**config.mk**
```make
export PLATFORM = sky130hd
export DESIGN_NAME = branch_predictor
export DESIGN_NICKNAME = d
export VERILOG_FILES = /design/src/rtl/branch_predictor.sv
export SDC_FILE = /design/constraint.sdc
export NUM_CORES = 2
export LEC_CHECK = 0
export ABC_CLOCK_PERIOD_IN_PS = 6500
export CAP_MARGIN = 20
export CORE_MARGIN = 2
export CORE_UTILIZATION = 37
export CTS_CLUSTER_SIZE = 16
export DETAILED_ROUTE_END_ITERATION = 7
export PLACE_DENSITY = 0.6
export SLEW_MARGIN = 30
export SYNTH_ARGS = -nofsm -noshare
export SYNTH_HDL_FRONTEND = slang
export SYNTH_SLANG_ARGS = --single-unit
```
**constraint.sdc**
```tcl
create_clock -name clk -period 6.5 [get_ports clk]
set_input_delay 1.3 -clock clk [delete_from_list [all_inputs] [get_ports clk]]
set_output_delay 1.3 -clock clk [all_outputs]
set_load 0.05 [all_outputs]
```
**src/rtl/branch_predictor.sv**
```systemverilog
// Conditional-branch direction predictor: static, bimodal, gshare or tournament selection over
// 2-bit counter tables, with speculative global history recovery and saturating perf counters.
module branch_predictor #(
    parameter int unsigned predict_s_index = 7,
    parameter int unsigned GHR_BITS        = 7,
    parameter int unsigned MODE            = 3
) (
    input  logic                clk,
    input  logic                rst,
    input  logic [31:0]         pred_pc,
    input  logic                pred_is_branch,
    output logic                pred_taken,
    output logic [GHR_BITS-1:0] pred_ghr,
    input  logic                upd_valid,
    input  logic [31:0]         upd_pc,
    input  logic [GHR_BITS-1:0] upd_ghr,
    input  logic                upd_taken,
    input  logic                upd_mispredict,
    output logic [31:0]         perf_branches,
    output logic [31:0]         perf_mispredicts
);

    localparam int unsigned IdxW    = predict_s_index;
    localparam int unsigned Entries = 1 << IdxW;

    logic [1:0] loc_q [Entries];
    logic [1:0] loc_d [Entries];
    logic [1:0] glb_q [Entries];
    logic [1:0] glb_d [Entries];
    logic [1:0] cho_q [Entries];
    logic [1:0] cho_d [Entries];

    logic [GHR_BITS-1:0] ghr_q, ghr_d;
    logic [31:0]         perf_br_q, perf_br_d;
    logic [31:0]         perf_mis_q, perf_mis_d;

    logic [IdxW-1:0] p_li, p_gi, p_hist;
    logic [IdxW-1:0] u_li, u_gi, u_hist;
    logic            p_loc_dir, p_glb_dir, p_use_glb;
    logic            u_loc_dir, u_glb_dir;

    function automatic logic [1:0] sat_step(input logic [1:0] cnt, input logic up);
        if (up) begin
            return (cnt == 2'd3) ? cnt : cnt + 2'd1;
        end
        return (cnt == 2'd0) ? cnt : cnt - 2'd1;
    endfunction

    always_comb begin : lookup
        p_hist                 = '0;
        p_hist[GHR_BITS-1:0]   = ghr_q;
        p_li                   = pred_pc[IdxW+1:2];
        p_gi                   = p_li ^ p_hist;
        p_loc_dir              = loc_q[p_li][1];
        p_glb_dir              = glb_q[p_gi][1];
        p_use_glb              = cho_q[p_li][1];
        case (MODE)
            1:       pred_taken = p_loc_dir;
            2:       pred_taken = p_glb_dir;
            3:       pred_taken = p_use_glb ? p_glb_dir : p_loc_dir;
            default: pred_taken = 1'b0;
        endcase
    end

    assign pred_ghr = ghr_q;

    // Directions are sampled before the write so the chooser judges the pre-update tables.
    always_comb begin : train
        loc_d                = loc_q;
        glb_d                = glb_q;
        cho_d                = cho_q;
        u_hist               = '0;
        u_hist[GHR_BITS-1:0] = upd_ghr;
        u_li                 = upd_pc[IdxW+1:2];
        u_gi                 = u_li ^ u_hist;
        u_loc_dir            = loc_q[u_li][1];
        u_glb_dir            = glb_q[u_gi][1];
        if (upd_valid) begin
            if (MODE == 1 || MODE == 3) begin
                loc_d[u_li] = sat_step(loc_q[u_li], upd_taken);
            end
            if (MODE == 2 || MODE == 3) begin
                glb_d[u_gi] = sat_step(glb_q[u_gi], upd_taken);
            end
            if (MODE == 3 && (u_loc_dir != u_glb_dir)) begin
                cho_d[u_li] = sat_step(cho_q[u_li], u_glb_dir == upd_taken);
            end
        end
    end

    // A resolved mispredict rebuilds history from its snapshot and overrides any fetch shift.
    always_comb begin : history
        ghr_d = ghr_q;
        if (upd_valid && upd_mispredict) begin
            ghr_d = GHR_BITS'({upd_ghr, upd_taken});
        end else if (pred_is_branch) begin
            ghr_d = GHR_BITS'({ghr_q, pred_taken});
        end
    end

    always_comb begin : perf
        perf_br_d  = perf_br_q;
        perf_mis_d = perf_mis_q;
        if (upd_valid && (perf_br_q != '1)) begin
            perf_br_d = perf_br_q + 32'd1;
        end
        if (upd_valid && upd_mispredict && (perf_mis_q != '1)) begin
            perf_mis_d = perf_mis_q + 32'd1;
        end
    end

    assign perf_branches    = perf_br_q;
    assign perf_mispredicts = perf_mis_q;

    always_ff @(posedge clk or negedge rst) begin
        if (!rst) begin
            for (int i = 0; i < int'(Entries); i++) begin
                loc_q[i] <= 2'd1;
                glb_q[i] <= 2'd1;
                cho_q[i] <= 2'd1;
            end
            ghr_q      <= '0;
            perf_br_q  <= '0;
            perf_mis_q <= '0;
        end else begin
            loc_q      <= loc_d;
            glb_q      <= glb_d;
            cho_q      <= cho_d;
            ghr_q      <= ghr_d;
            perf_br_q  <= perf_br_d;
            perf_mis_q <= perf_mis_d;
        end
    end

    logic unused_pc_bits;
    assign unused_pc_bits = ^{pred_pc[31:IdxW+2], pred_pc[1:0], upd_pc[31:IdxW+2], upd_pc[1:0]};

endmodule
```
==> flow_metrics.py <==
metrics = {
    "global_route": {
        "grt_max_degree": 165,
        "gr-total-overflow": 0,
        "antenna_found_initial": 5,
        "grtUsageTotal_pct": 24.6,
        "grt_pass1_wl_um": 235000,
        "grt_pass1_vias": 35251,
    },
    "critical_path": {
        "crit_required_ns": 5.20,
        "path_class": "in -> out",
        "start_kind": "input port",
        "regToRegStartpoint": "cho_q[125]",
        "reg2reg_to": "cho_q[147]",
        "critPathArrivalTime_ns": 4.85,
        "r2r_cells": 11,
        "cp_max_fo": 15,
        "setup.worst_path.end_class": "output pin",
        "ff2ff_setup_slack_ns": 2.58,
    },
    "cts": {
        "postCtsSetupRepairBufs": 0,
        "clockRootBuffer": "clkbuf_16",
        "holdBufCountCts": 0,
        "cts.path.max_buffers": 3,
        "cts_tree": "built",
        "clkLatencyLatePin_ns": 0.71,
        "cts_buffers": 99,
        "cts_resized": 0,
        "clkTransAtPathRegs_ns": 0.06,
        "h-tree-depth": 3,
        "clock_sinks": 839,
    },
    "synth": {
        "syn_area_um2": 44800,
        "ys_ff_latch": 839,
        "ys_async_sr_fraction_pct": 100,
        "synth.net_count": 4099,
        "synthFlopType": "dfrtp_1",
        "avgSynthCellArea_um2": 11.1,
        "yosysTopAreaCell": "dfrtp_1",
        "yosys-top-cells-area": "dfrtp_1 (25%), dfstp_2 (23%), mux2_2 (9.6%)",
        "synthTopCellsByCount": "nand2_1 (500), dfrtp_1 (455), dfstp_2 (384), mux2_2 (383), o21ai_0 (266)",
        "ys_types": 86,
        "synth_seq_area_share_pct": 47.9,
        "synth.top_cell.area_share_pct": 25.4,
        "synth-edff-count": 0,
        "syn_inst": 4020,
        "ys_warn_count": 0,
        "synth.most_common_cell": "nand2_1",
    },
    "placement": {
        "place_congestion": 0.947,
        "placement.io_buffers": 98,
        "dpl.hpwl_um": 101000,
    },
    "power": {
        "p_per_area_nw_per_um2": 297,
        "ir_worst_vdd_mv": 0.222,
        "leakage_nw": 20.0,
    },
    "route": {
        "via_per_inst": 6.23,
        "drt-initial-drc-count": 3790,
        "drt_wl_total_um": 156000,
        "drc_errors": 0,
        "dr_total_vias": 35990,
        "avgRoutedWirePerCell_um": 26.9,
        "ant_nets": 0,
        "drtPass1Iterations": 6,
    },
    "floorplan": {
        "fp.dieH_um": 352,
        "initial_utilization_pct": 37.3,
        "core_area_um2": 120000,
        "die_area_um2": 124000,
        "pin_count": 149,
        "fp.dieW_um": 352,
        "rows": 127,
    },
    "timing": {
        "setup_tns_ns": 0,
        "rsz0062_at_grt": "false",
        "skew_ns": 0.0330,
        "period_share_pct": 94.7,
        "fmax_mhz": 162,
        "hold_ws_ns": 0.476,
        "slew_violations": 0,
        "min_period_ns": 6.15,
        "hold_viol": 0,
        "setup-violations-final": 0,
        "relSlewSlack_pct": 24.1,
        "worstMarginPinSlew_ns": 1.13,
    },
    "finish": {
        "drive_gt1_share_pct": 32.9,
        "fillers": 11239,
        "nets": 4161,
        "area_growth_syn_to_layout_pct": 16.0,
    },
    "outcome": {
        "status": "finished, final reports clean",
    },
    "flow_run": {
        "cap_violations": 0,
    },
    "hold_path": {
        "min_to": "loc_q[122]",
        "holdPathStages": 2,
        "min_from": "loc_q[122]",
        "holdCritPathClass": "reg -> reg",
    },
}
==> where the power goes <==
part | total (mW) | internal, mW | leakage [nW] | switching (mW)
Clock | 5.93 | 3.52 | 1.70 | 2.41
Combinational | 3.08 | 1.13 | 8.10 | 1.95
Sequential | 6.45 | 6.04 | 10.2 | 0.415
Total | 15.5 | 10.7 | 20.0 | 4.78
==> worst max-delay path by stage <==
stage                from         end  depth (start not counted)
2_1_floorplan  pred_pc[2]  pred_taken                          8
3_3_place_gp   pred_pc[2]  pred_taken                          9
3_5_place_dp   pred_pc[2]  pred_taken                          9
4_1_cts        pred_pc[2]  pred_taken                          9
5_1_grt        pred_pc[2]  pred_taken                         11
6_report       pred_pc[2]  pred_taken                         10
==> logic make-up after synthesis <==
logic type | Yosys count | synth area share, %
multiplexers | 610 | 18.9
flip-flops | 839 | 47.9
AND/OR/NAND/NOR | 1168 | 12.4
XOR/XNOR | 88 | 1.80
AO/OA/AOI/OAI | 948 | 14.8
buffers and inverters | 361 | 3.95
adder cells (fa/ha/maj) | 6 | 0.145
==> layer usage <==
layer / routed length (um) / share of wire (%) / track usage (%) / vias to the layer above
li1: - / - / - / 15509
met1: 63800 / 41 / 33.4 / 18347
met2: 69700 / 45 / 37.4 / 1674
met3: 14000 / 9.0 / 5.56 / 456
met4: 8160 / 5.2 / 11.6 / 4
met5: 25 / 0.016 / 0 / -
==> cell type report <==
class                      count  area [um2]  area share [%]
antenna                        1        2.50         0.00481
clock buffer                 146        2870            5.53
clock inverter                41         572            1.10
inverter                      10        37.5          0.0722
multi-input combinational   2820       21800            41.9
sequential                   839       21500            41.3
tap                         1612        2020            3.88
timing repair buffer         312        3220            6.20
==> cells in the final DEF, fill, tap and decap left out, types with 29 or more instances in the layout <==
cell and n:
a221oi_1 31, o21ai_0 266, a21oi_1 42, nor3_1 141
o311ai_1 126, a22oi_1 158, nor2_1 194, dfstp_2 384
xor2_1 29, nand2_1 496, mux2_2 383, buf_12 49
xnor2_1 50, or4_1 133, buf_4 169, mux4_2 139
clkbuf_16 99, nand3_1 48, dfrtp_1 455, mux2i_1 52
o31ai_1 133, clkdlybuf4s50_1 89
==> through the flow <==
step | util [%] | setup WS [ns] | instance area, um2 | power (mW) | cells
after global placement | 40.4 | 0.314 | 48500 | 9.48 | 5591
after detailed placement | 40.4 | 0.334 | 48500 | 9.55 | 5592
final | 43.3 | 0.346 | 52000 | 15.5 | 5781
after floorplan | - | 0.635 | 44800 | 8.32 | 4020
after global routing | 43.3 | 0.188 | 52000 | 16.0 | 5780
after CTS | 43.3 | 0.337 | 51900 | 15.5 | 5779
==> worst max-delay path: stages <==
cell and delay, ns:
buf_4 0.37, xor2_4 0.40, mux4_2 0.58, mux4_2 0.55, nor4b_1 0.17, a41oi_1 0.21
nand4_1 0.41, a211oi_1 0.41, a21oi_2 0.20, buf_12 0.22
==> sequential cells by signal, indices dropped and copies added (netlist names) <==
signal and cells:
cho_q 256, glb_q 256, loc_q 256, perf_branches 32
perf_mispredicts 32, pred_ghr 7
(Power assumes the default switching activity.)
